$ cat src/rtl/wslce_pkg.sv
// Shared constants and FSM encoding for the WSLCE chip sequencer.
package wslce_pkg;

    localparam int WSLCE_N    = 23;
    localparam int WSLCE_ROOT = 11;
    localparam int WSLCE_NW   = 5;
    localparam int ROOT_SQ    = (WSLCE_ROOT * WSLCE_ROOT) % WSLCE_N;

    typedef enum logic [1:0] {
        IDLE,
        BUILD_QR,
        BUILD_SEQ,
        STREAM
    } state_t;

endpackage

$ cat src/rtl/wslce_modmul.sv
// Constant-coefficient modular multiply: y = (a * K) mod N, purely combinational.
// Zero latency, no flow control; the double-width product keeps the reduction exact.
module wslce_modmul #(
    parameter int N  = 23,
    parameter int K  = 11,
    parameter int NW = 5
) (
    input  logic [NW-1:0] a,
    output logic [NW-1:0] y
);

    logic [2*NW-1:0] prod;
    logic [2*NW-1:0] rem;

    assign prod = a * (2*NW)'(K);
    assign rem  = prod % (2*NW)'(N);
    assign y    = rem[NW-1:0];

endmodule

$ cat src/rtl/wslce_chip_sequencer.sv
// Builds the cyclotomic slce[] sequence, forms wslce = slce ^ rotate(slce), streams chips from a phase.
// Latency start->first chip (N-1)/2+N+1 cycles (1 with cached sequence); chip/chip_idx hold while !chip_ready.
// Optional WSLCE_SEQ_CACHE_EN: reuse the last completed build and jump straight to streaming.
module wslce_chip_sequencer
    import wslce_pkg::*;
#(
    parameter int N    = WSLCE_N,
    parameter int ROOT = WSLCE_ROOT,
    parameter int NW   = WSLCE_NW
) (
    input  logic          clk,
    input  logic          rst_n,
    input  logic          start,
    input  logic          stop,
    input  logic [NW-1:0] phase,
    output logic          busy,
    output logic          cfg_err,
    output logic          chip_valid,
    input  logic          chip_ready,
    output logic          chip,
    output logic [NW-1:0] chip_idx,
    output logic          period_done,
    output logic [N-1:0]  wslce_k
);

    localparam int RSQ = (ROOT * ROOT) % N;
    localparam logic [NW-1:0] N_IDX    = NW'(N);
    localparam logic [NW-1:0] IDX_LAST = NW'(N - 1);
    localparam logic [NW-1:0] QR_LAST  = NW'((N - 1) / 2 - 1);
    localparam logic [NW-1:0] ROOT_IDX = NW'(ROOT % N);
    localparam logic [NW-1:0] ONE      = NW'(1);

    state_t          state, state_nxt;
    logic            accept, cfg_err_nxt, cache_hit, hs;
    logic [NW-1:0]   p, pw, cnt, period_last;
    logic [NW-1:0]   p_mul, pw_mul, z, idx_nxt;
    logic [N-1:0]    mask, slce, slce_nxt, wslce_new;

    // p steps through odd powers of ROOT, pw through all powers.
    wslce_modmul #(.N(N), .K(RSQ),  .NW(NW)) u_mul_sq   (.a(p),  .y(p_mul));
    wslce_modmul #(.N(N), .K(ROOT), .NW(NW)) u_mul_root (.a(pw), .y(pw_mul));

    assign busy    = (state != IDLE);
    assign hs      = chip_valid & chip_ready;
    assign idx_nxt = !hs ? chip_idx : ((chip_idx == IDX_LAST) ? '0 : chip_idx + ONE);
    assign z       = (pw == IDX_LAST) ? '0 : pw + ONE;

    always_comb begin
        slce_nxt      = slce;
        slce_nxt[cnt] = mask[z];
    end

    // Final element is folded in from slce_nxt so the rotate sees the full sequence.
    assign wslce_new = slce_nxt ^ {slce_nxt[0], slce_nxt[N-1:1]};

`ifdef WSLCE_SEQ_CACHE_EN
    logic cache_vld;

    always_ff @(posedge clk) begin
        if (!rst_n)
            cache_vld <= 1'b0;
        else if ((state == BUILD_QR || state == BUILD_SEQ) && stop)
            cache_vld <= 1'b0;
        else if (state == BUILD_SEQ && cnt == IDX_LAST)
            cache_vld <= 1'b1;
    end

    assign cache_hit = cache_vld;
`else
    assign cache_hit = 1'b0;
`endif

    always_ff @(posedge clk) begin
        if (!rst_n)
            state <= IDLE;
        else
            state <= state_nxt;
    end

    always_comb begin
        state_nxt   = state;
        accept      = 1'b0;
        cfg_err_nxt = 1'b0;
        case (state)
            IDLE: begin
                if (start && !stop) begin
                    if (phase >= N_IDX) begin
                        cfg_err_nxt = 1'b1;
                    end else begin
                        accept    = 1'b1;
                        state_nxt = cache_hit ? STREAM : BUILD_QR;
                    end
                end
            end
            BUILD_QR:  if (stop) state_nxt = IDLE; else if (cnt == QR_LAST)  state_nxt = BUILD_SEQ;
            BUILD_SEQ: if (stop) state_nxt = IDLE; else if (cnt == IDX_LAST) state_nxt = STREAM;
            STREAM:    if (stop) state_nxt = IDLE;
            default:   state_nxt = IDLE;
        endcase
    end

    always_ff @(posedge clk) begin
        if (!rst_n) begin
            p           <= '0;
            pw          <= '0;
            cnt         <= '0;
            mask        <= '0;
            slce        <= '0;
            wslce_k     <= '0;
            chip        <= 1'b0;
            chip_idx    <= '0;
            chip_valid  <= 1'b0;
            period_done <= 1'b0;
            period_last <= '0;
            cfg_err     <= 1'b0;
        end else begin
            cfg_err     <= cfg_err_nxt;
            period_done <= hs && (chip_idx == period_last);
            case (state)
                IDLE: begin
                    if (accept) begin
                        chip_idx    <= phase;
                        period_last <= (phase == '0) ? IDX_LAST : phase - ONE;
                        p           <= ROOT_IDX;
                        pw          <= ONE;
                        cnt         <= '0;
                        mask        <= '0;
                    end
                end
                BUILD_QR: begin
                    if (!stop) begin
                        mask[p] <= 1'b1;
                        p       <= p_mul;
                        cnt     <= (cnt == QR_LAST) ? '0 : cnt + ONE;
                    end
                end
                BUILD_SEQ: begin
                    if (!stop) begin
                        slce <= slce_nxt;
                        pw   <= pw_mul;
                        cnt  <= cnt + ONE;
                        if (cnt == IDX_LAST)
                            wslce_k <= wslce_new;
                    end
                end
                STREAM: begin
                    if (stop) begin
                        chip_valid <= 1'b0;
                        chip_idx   <= '0;
                    end else begin
                        chip_valid <= 1'b1;
                        chip_idx   <= idx_nxt;
                        chip       <= wslce_k[idx_nxt];
                    end
                end
                default: ;
            endcase
        end
    end

endmodule
$ cat config.mk
export PLATFORM = sky130hd
export DESIGN_NAME = wslce_chip_sequencer
export DESIGN_NICKNAME = d
export VERILOG_FILES = /design/src/rtl/wslce_pkg.sv /design/src/rtl/wslce_modmul.sv /design/src/rtl/wslce_chip_sequencer.sv
export SDC_FILE = /design/constraint.sdc
export NUM_CORES = 1
export LEC_CHECK = 0
export ABC_AREA = 1
export CAP_MARGIN = 20
export CORE_ASPECT_RATIO = 0.9
export CORE_MARGIN = 3
export CORE_UTILIZATION = 45
export CTS_CLUSTER_SIZE = 10
export DETAILED_ROUTE_END_ITERATION = 7
export PLACE_DENSITY = 0.68
export SLEW_MARGIN = 20
export SYNTH_ARGS = -nofsm -noshare
export SYNTH_HDL_FRONTEND = slang
export SYNTH_SLANG_ARGS = --single-unit
$ cat constraint.sdc
create_clock -name clk -period 5.6 [get_ports clk]
set_clock_uncertainty 0.1 [all_clocks]
set_input_delay 1.12 -clock clk [delete_from_list [all_inputs] [get_ports clk]]
set_output_delay 1.12 -clock clk [all_outputs]
set_load 0.01 [all_outputs]
==> results of run 1 <==
## power by group
group / leakage (nW) / switching, mW / internal, mW / total (mW)
Sequential: 0.809 / 0.0230 / 0.732 / 0.755
Clock: 0.142 / 0.283 / 0.348 / 0.631
Combinational: 2.70 / 0.264 / 0.127 / 0.391
Total: 3.66 / 0.570 / 1.21 / 1.78
## routing by layer
| metal | up-vias | global-route usage (%) |
|---|---|---|
| li1 | 3552 | - |
| met1 | 3047 | 29.2 |
| met2 | 110 | 30.4 |
| met3 | 19 | 4.05 |
| met4 | 0 | 4.01 |
| met5 | - | 0 |
## worst min-delay path by stage
stage	slack, ns	depth (start not counted)	from	endpoint
final	0.35	2	mask[13]$_SDFFE_PN0P_	mask[13]$_SDFFE_PN0P_
after detailed placement	0.34	2	mask[13]$_SDFFE_PN0P_	mask[13]$_SDFFE_PN0P_
after floorplan	0.33	2	mask[13]$_SDFFE_PN0P_	mask[13]$_SDFFE_PN0P_
after global routing	0.37	2	mask[12]$_SDFFE_PN0P_	mask[12]$_SDFFE_PN0P_
after global placement	0.34	2	mask[13]$_SDFFE_PN0P_	mask[13]$_SDFFE_PN0P_
after CTS	0.35	2	mask[13]$_SDFFE_PN0P_	mask[13]$_SDFFE_PN0P_
## cells by family after synthesis
kind of cell,Yosys count,synth area share [%]
simple gates,435,28.5
compound gates,242,20.0
buf+inv,210,11.1
flops,100,28.2
fa+ha+maj,45,8.24
xor+xnor,30,4.02
## registers in the layout, indices dropped and copies added (netlist names), 2 cells and up
register     cells
chip_idx         5
cnt              5
mask            23
p                5
period_last      5
pw               5
slce            23
state            2
wslce_k         23
## worst max-delay path: cells and delay by family, from the launching register on
family / cells / cell delay, ns
and+or+nand+nor: 26 / 2.45
adders and majority gates: 5 / 1.44
DFF: 1 / 0.41
buffers and inverters: 5 / 0.40
AOI/OAI and AO/OA: 2 / 0.22
## final cells by class
cell class | count | area (µm²)
sequential | 100 | 2000
multi-input combinational | 752 | 4340
tap | 198 | 248
clock inverter | 7 | 72.6
fill | 1469 | 7020
inverter | 185 | 694
clock buffer | 9 | 225
timing repair buffer | 49 | 473
## cell usage in the layout (no fill, tap or decap), types with 6 or more instances in the layout
cell type	netlist	layout
dfxtp_1	100	98
nand3_1	79	79
nor3_1	17	17
inv_1	171	171
a21oi_1	86	84
buf_4	0	7
nand2_1	173	172
o211ai_1	8	8
inv_2	13	13
xor2_1	19	19
o21a_1	22	22
nand2_2	19	20
xnor2_1	8	8
nand3_2	8	8
nand4_1	10	10
clkbuf_16	0	9
nor2_1	106	103
o21ai_0	79	78
clkdlybuf4s50_1	0	42
a31oi_1	6	6
nand2_4	11	11
ha_1	42	41
o221ai_1	19	19
## what timing repair did
item                       in CTS  in global routing
buffers inserted                0                  1
setup endpoints to repair       0                  5
gates resized for setup         0                  7
==> results_dict.tcl, run 1 <==
set metrics [dict create \
    p_per_area_nw_per_um2 220 \
    crit_path_end_kind "flop" \
    drt_wl_total_mm 17.2 \
    p_total_mw 1.78 \
    final_util_pct 53.4 \
    crit_top_cell "nand2_4" \
    synth_top_area_cell "dfxtp_1" \
    placed_cells 1283 \
    wl_met3_um 781 \
    dp_hpwl_mm 13.1 \
    rows 42 \
    antenna_found_initial 0 \
    clock_path_buffers 2 \
    post-synth-top-count-cell "nand2_1" \
    track_usage_pct 19.9 \
    instances_no_fill 1300 \
    synth.distinct_cells 42 \
    max-slew-margin-rel_pct 49.8 \
    netlist.area_leader.share_pct 28.2 \
    vdd_drop_max_mv 0.155 \
    seq_area_frac_synth_pct 28.2 \
    gp_congestion 0.879 \
    start_kind "flop" \
    diodes 0 \
    cts.sinks 100 \
    setup_violations 0 \
    avgSynthCellArea_um2 6.69 \
    netlist_instances 1062 \
    clock_latency_ns 0.35 \
    critPathKind "flop to flop" \
    hold_ws_ns 0.349 \
    numPortBuffers 42 \
    arrival_ns 5.28 \
    synth.net_count 1117 \
    met1_length_mm 8.87 \
    synthTopCellsByCount "173 x nand2_1, 171 x inv_1, 106 x nor2_1, 100 x dfxtp_1, 86 x a21oi_1" \
    fp.coreArea_um2 15100 \
    synth_edf_count 0 \
    worst_pin_slew_ns 0.751 \
    reg2reg_from "pw[2]$_SDFFE_PN0P_" \
    cts_root_buffer "clkbuf_16" \
    clk_pin_slew_ns 0.07 \
    period_share_pct 92.3 \
    startpoint "pw[2]$_SDFFE_PN0P_" \
    drt-vias-per-instance 5.18 \
    dp_slack_ns 0.358 \
    cts_buffers 9 \
    crit_path_end "pw[0]$_SDFFE_PN0P_" \
    first_global_vias 6172 \
    yosys-top-cells-area "dfxtp_1 28%, nand2_1 9.1%, inv_1 9.0%, ha_1 7.4%, a21oi_1 6.1%" \
    crit_fanout 7 \
    hold_viol_final 0 \
    fin_nets 1152 \
    worst_path_max_delay_cell "fa_1" \
    wl_per_cell_um 13.2 \
    grt_pass1_wl_mm 29.5 \
    min_path_type "flop to flop" \
    yosys_warnings 0 \
    critPathMaxStageDelay_ns 0.49 \
    rr_worst_depth 38 \
    dpl_cell_area_um2 7730 \
    synth_top_flop_cell "dfxtp_1" \
    die_w_um 138 \
    grt-ovfl-total 0 \
    maxSlewViolCount 0 \
    setup_ws_ns 0.434 \
    synthArstFlopShare_pct 0 \
    top_layer "met4" \
    rsz0062_at_grt "no" \
    r2r_end "pw[0]$_SDFFE_PN0P_" \
    fin_area_um2 8060 \
    ioPinCount 43 \
    htree_levels 3 \
    maxCapViolCount 0 \
    grt_max_degree 40 \
    drive_above_1_share_pct 8.80 \
    finalCriticalPeriod_ns 5.17 \
    dr_total_vias 6728 \
    fp.dieArea_um2 17300 \
    leakage_nw 3.66 \
    ff2ff_setup_slack_ns 0.43 \
    areaGrowthSynthToFinish_pct 13.4 \
    drt_first_pass_iters 5 \
    hold_buffers 0 \
    setup_tns_ns 0 \
    drt_iter0_drc 435 \
    max_clock_freq_mhz 194 \
    ys_seq_elements 100 \
    drc 0 \
    initial_core_util_pct 47.1 \
    die_h_um 125 \
    syn-cell-area_um2 7100 \
    required_ns 5.72 \
    status "complete, no violations" \
    dr_wl_met2_mm 7.33 \
    tritoncts "yes" \
    drtAntennaViolNets 0 \
]
No activity file was read; power rests on OpenSTA's default activity.
==> run 2: changes to the inputs <==
==> constraint.sdc (replaced) <==
create_clock -name clk -period 5.6 [get_ports clk]
set_clock_uncertainty 0.1 [all_clocks]
set_input_delay 1.12 -clock clk [delete_from_list [all_inputs] [get_ports clk]]
set_output_delay 1.12 -clock clk [all_outputs]
set_load 0.05 [all_outputs]
==> results of run 2 <==
The final DEF is identical to that of run 1. Status: complete, no violations.
Main changes from that run: total power 1.78 mW -> 1.79 mW
==> run 3: changes to the inputs <==
--- a/config.mk
+++ b/config.mk
@@ -10,9 +10,11 @@
 export CORE_ASPECT_RATIO = 0.9
 export CORE_MARGIN = 3
 export CORE_UTILIZATION = 45
+export CTS_BUF_LIST = sky130_fd_sc_hd__clkbuf_16
 export CTS_CLUSTER_SIZE = 10
 export DETAILED_ROUTE_END_ITERATION = 7
 export PLACE_DENSITY = 0.68
+export REMOVE_ABC_BUFFERS = 1
 export SLEW_MARGIN = 20
 export SYNTH_ARGS = -nofsm -noshare
 export SYNTH_HDL_FRONTEND = slang
==> run 3 against run 2 <==
- total power rose by 1.4%
- utilization did not move
- final cell count barely moved
- combinational power barely moved
- hold slack barely moved
- largest power group unchanged
==> results_dict.tcl, run 3 (same netlist as run 1, synthesis figures left out) <==
set metrics [dict create \
    start_kind "flop" \
    cts.sinks 100 \
    drive_above_1_share_pct 8.61 \
    tritoncts "yes" \
    crit_path_end_kind "flop" \
    crit_top_cell "nand2_4" \
    max_clock_freq_mhz 196 \
    reg2reg_from "pw[1]$_SDFFE_PN0P_" \
    cts_buffers 9 \
    grt-ovfl-total 0 \
    vdd_drop_max_mv 0.163 \
    critPathMaxStageDelay_ns 0.48 \
    worst_path_max_delay_cell "fa_1" \
    placed_cells 1284 \
    track_usage_pct 19.7 \
    diodes 0 \
    die_h_um 125 \
    first_global_vias 6219 \
    initial_core_util_pct 47.1 \
    clock_latency_ns 0.35 \
    p_total_mw 1.82 \
    numPortBuffers 42 \
    dp_hpwl_mm 12.7 \
    wl_per_cell_um 13.0 \
    die_w_um 138 \
    required_ns 5.73 \
    instances_no_fill 1301 \
    fp.dieArea_um2 17300 \
    status "complete, no violations" \
    finalCriticalPeriod_ns 5.10 \
    max-slew-margin-rel_pct 43.4 \
    setup_violations 0 \
    rows 42 \
    period_share_pct 91.1 \
    dr_total_vias 6791 \
    arrival_ns 5.23 \
    clock_path_buffers 2 \
    rr_worst_depth 35 \
    drt_iter0_drc 521 \
    worst_pin_slew_ns 0.849 \
    grt_pass1_wl_mm 29.2 \
    ioPinCount 43 \
    hold_buffers 0 \
    cts_root_buffer "clkbuf_16" \
    min_from "mask[20]$_SDFFE_PN0P_" \
    maxSlewViolCount 0 \
    grt_max_degree 51 \
    setup_tns_ns 0 \
    crit_path_end "pw[0]$_SDFFE_PN0P_" \
    critPathKind "flop to flop" \
    p_per_area_nw_per_um2 225 \
    drt-vias-per-instance 5.22 \
    min_path_type "flop to flop" \
    seq_area_um2 2010 \
    antenna_found_initial 0 \
    drtAntennaViolNets 0 \
    leakage_nw 3.67 \
    mostFrequentLayoutCell "nand2_1" \
    final_util_pct 53.4 \
    startpoint "pw[1]$_SDFFE_PN0P_" \
    rsz0062_at_grt "no" \
    drc 0 \
    gp_congestion 0.874 \
    hold_viol_final 0 \
    r2r_end "pw[0]$_SDFFE_PN0P_" \
    clk_pin_slew_ns 0.07 \
    htree_levels 3 \
    multi_input_area_um2 4320 \
    dpl_cell_area_um2 7740 \
    fin_area_um2 8060 \
    fp.coreArea_um2 15100 \
    layout_common_cells "173 x nand2_1, 171 x inv_1, 104 x nor2_1" \
    crit_fanout 7 \
    fillers 1519 \
    drt_first_pass_iters 5 \
    maxCapViolCount 0 \
    areaGrowthSynthToFinish_pct 13.4 \
    fin_nets 1153 \
    ff2ff_setup_slack_ns 0.50 \
    drt_wl_total_mm 17.0 \
    top_regs "mask x23, slce x23, wslce_k x23" \
]
[run 3: layout make-up]
cell class / instances / area share (%)
Sequential cell: 100 / 24.9
Inverter: 185 / 8.62
Clock inverter: 7 / 1.02
Clock buffer: 9 / 2.80
Tap cell: 198 / 3.07
Multi-Input combinational cell: 752 / 53.6
Timing Repair Buffer: 50 / 5.96
[run 3: critical path, delay by kind of cell (launching register included)]
family,cells,cell delay (ns)
AOI/OAI and AO/OA,3,0.45
adders and majority gates,5,1.57
buffers and inverters,2,0.12
DFF,1,0.35
and+or+nand+nor,25,2.40
[run 3: how the worst min path moves through the flow]
stage / end / slack (ns) / depth (start not counted)
5_1_grt: mask[1]$_SDFFE_PN0P_ / 0.37 / 2
3_5_place_dp: mask[20]$_SDFFE_PN0P_ / 0.34 / 2
3_3_place_gp: mask[13]$_SDFFE_PN0P_ / 0.34 / 2
4_1_cts: mask[20]$_SDFFE_PN0P_ / 0.35 / 2
2_1_floorplan: mask[13]$_SDFFE_PN0P_ / 0.33 / 2
6_report: mask[20]$_SDFFE_PN0P_ / 0.35 / 2
[run 3: metal layers]
layer	GRT usage (%)	wire [µm]	up-vias
met5	0	0	-
met4	3.83	167	0
met3	3.82	830	15
met2	31.1	7420	164
met1	28.1	8540	3049
li1	-	-	3563
[run 3: timing repair]
item / 4_1_cts / 5_1_grt
setup buffers: 0 / 1
gates resized for setup: 0 / 3
endpoints found under the setup margin: 0 / 5
[run 3: power breakdown]
part,switching (mW),total (mW),internal (mW)
logic,0.279,0.407,0.128
registers,0.0227,0.754,0.731
clock network,0.299,0.654,0.355
[run 3: stage by stage]
stage	hold slack [ns]	worst slack, ns
after global placement	0.337	0.512
after global routing	0.371	0.0278
after floorplan	0.327	0.826
final	0.349	0.500
after CTS	0.348	0.376
after detailed placement	0.338	0.417
==> patch, RTL diff (settings of run 1) <==
Add a define of `WSLCE_SEQ_CACHE_EN`.
--- a/src/rtl/wslce_chip_sequencer.sv
+++ b/src/rtl/wslce_chip_sequencer.sv
@@ -3,2 +3,4 @@
 // Optional WSLCE_SEQ_CACHE_EN: reuse the last completed build and jump straight to streaming.
+`define WSLCE_SEQ_CACHE_EN
+
 module wslce_chip_sequencer
Formal check against the unedited RTL: same outputs for any inputs over 4 cycles, from zero or initial values and one cycle with rst_n low; that may be too few to reach the edited logic, so the function may still have changed.
==> patch against run 1 <==
- fmax is 2.7% higher
- synthesized area increased by 2.0%
- wire length decreased by 1.3%
- final area up 1.5%
- hold slack gained 0.59 ps
- sequential cell count up 1
- count of clock-buffer cells in the layout up 2
- worst setup slack gained 140 ps
Power is not compared: it rests on default switching activity, and its combinational part moved more than twofold at a synthesized area within 25%.
==> patch: results (changes against run 1) <==
| Metric | Value |
|---|---|
| Share of layout cells above drive strength 1 | 7.315% (-1.5 points) |
| Leading cell types by count after synthesis | 223 x inv_1, 173 x nand2_1, 115 x nor2_1 |
| Worst r2r src | pw[1] |
| Proportion of netlist area held by the largest area contributor | 27.91% (-0.28 points) |
| Max rail drop VDD | 0.1652 mV |
| Number of unique standard cell types used by synthesis | 46 (+9.5%) |
| Fraction of the yosys area taken by sequential cells | 27.91% (-0.28 points) |
| Overall track demand over capacity in global routing | 19.09% (-0.82 points) |
| Count of antenna diodes in the layout | 0 (unchanged) |
| Area delta synth->final | 12.88% |
| CTS Buf Count | 9 (unchanged) |
| Latest clock arrival within the worst-skew pair | 350 ps (about the same) |
| Final hold violation count | 0 (unchanged) |
| YS warnings | 0 (unchanged) |
| Static leakage power | 3.982 nW |
| Main synth FF type | dfxtp_1 |
| Dominant cells by area after synthesis | dfxtp_1 28%, inv_1 12%, nand2_1 9.0% |
| Run status | finished, final reports clean |
| Biggest registers after layout | mask (23), slce (23), wslce_k (23) |
| Critical Path Max Stage Delay | 460 ps (-30 ps) |
| First-pass GRT wire length | 28750 µm (-2.5%) |
| Startpoint kind of the worst setup timing path | register |
| Antenna violations before repair | 0 (unchanged) |
| Clk root buf | clkbuf_16 |
| H-tree depth | 3 (unchanged) |
| Final Net Count | 1211 (+5.1%) |
| Total half-perimeter wirelength after legalization and detailed placement | 12690 µm (-3.4%) |
| RePlAce Congestion | 0.8592 (-2.3%) |
| Async set-reset flop share out of synthesis | 0% (unchanged) |
| Hold Path Class | register to register |
| CP dominant cell by count | nand2_1 |
| Max clock buf depth | 2 (unchanged) |
| Starting DRT DRC Count | 377 (-13%) |
| CP max stage cell | fa_1 |
| Worst R2R Setup Slack | 570 ps (+140 ps) |
| Buffer count from post-CTS setup fixing | 0 (unchanged) |
| Start point of the worst hold path | mask[1] |
| Relative slew slack | 30.97% (-19 points) |
| Via count of the first global-routing pass | 6146 (-0.42%) |
| Maximum net fanout on the critical path | 6 (-1) |
| Filler cells | 1597 (+8.7%) |
| Data arrival time of the critical path | 5180 ps (-100 ps) |
| Detailed-routing iteration count for the pre-antenna-repair pass | 5 (unchanged) |
| Number of vias after detailed routing | 6738 (+0.15%) |
| Placement-stage cell area | 7866 µm² (+1.7%) |
| Number of I/O port buffers | 42 (unchanged) |
| Clock transition at path regs | 70 ps (about the same) |
| Maximum number of pins on one net before global-route repair | 59 (+48%) |
| Detailed-route wire length per cell | 12.44 µm (-5.9%) |
| TritonCTS clock tree | yes |
[patch: cell types whose count changed in the layout (fill, tap and decap cells not counted), sizes merged, moves of 3 or more]
| cell | run 1 | this run |
|---|---|---|
| a21oi | 88 | 115 |
| a221oi | 4 | 0 |
| inv | 186 | 231 |
| nand3 | 89 | 65 |
| nand4 | 11 | 4 |
| nor2 | 107 | 119 |
| nor3 | 18 | 15 |
| o21a | 22 | 1 |
| o21ai | 85 | 116 |
| o221ai | 19 | 0 |
| o22ai | 2 | 6 |
| xor2 | 20 | 34 |
[patch: path summary, 6_finish.rpt]
path,end,cells after the start
setup / recovery,pw[0],35
hold / removal,mask[1],2
setup reg to reg,pw[0],35
hold reg to reg,mask[1],2
[patch: through the flow]
stage / hold WS, ps / setup slack, ps / total power [mW] / cells
floorplan: 326.8 / 989.9 / 1.751 / 1121
global placement: 334.8 / 625.4 / 2.037 / 1348
detailed placement: 337.3 / 507.4 / 2.051 / 1348
CTS: 347.8 / 463.5 / 2.712 / 1364
global route: 380.0 / 46.31 / 2.914 / 1364
finish: 350.1 / 568.7 / 2.697 / 1364
[patch: repair_timing]
action / in CTS / in global routing
setup endpoints to repair: 0 / 3
gates resized for setup: 0 / 3
endpoints found under the hold margin: 0 / 0
[patch: cell families after synthesis]
kind of cell	synth area share (%)
AO/OA/AOI/OAI	19.63
XOR/XNOR	5.630
AND/OR/NAND/NOR	25.56
flip-flops	27.91
adder cells (fa/ha/maj)	7.909
buffers and inverters	13.37
[patch: layout make-up]
type                            instances  share of cell area [%]
Multi-Input combinational cell        765                   52.03
Sequential cell                       101                   24.77
Inverter                              232                   10.65
Timing Repair Buffer                   48                   5.691
Clock buffer                           11                   3.090
Tap cell                              202                   3.090
Clock inverter                          5                  0.6884
[patch: worst max-delay path, delay by kind of cell (launching register included)]
| family | cells | cell delay (ps) |
|---|---|---|
| fa+ha+maj | 5 | 1570 |
| flops | 1 | 350 |
| buf+inv | 5 | 360 |
| xor+xnor | 1 | 340 |
| simple gates | 22 | 1910 |
| compound gates | 2 | 280 |
[patch: layer usage]
| layer | GRT usage [%] | part of all wire (%) | up-vias |
|---|---|---|---|
| li1 | - | - | 3633 |
| met1 | 27.82 | 53 | 3004 |
| met2 | 29.67 | 43 | 88 |
| met3 | 3.053 | 3.2 | 13 |
| met4 | 4.615 | 1.0 | 0 |
| met5 | 0 | 0 | - |
[patch: where the power goes]
group	total [mW]	switching (mW)	internal [mW]
logic	1.17	0.782	0.384
registers	0.879	0.0742	0.805
clock network	0.652	0.281	0.371
total	2.70	1.14	1.56
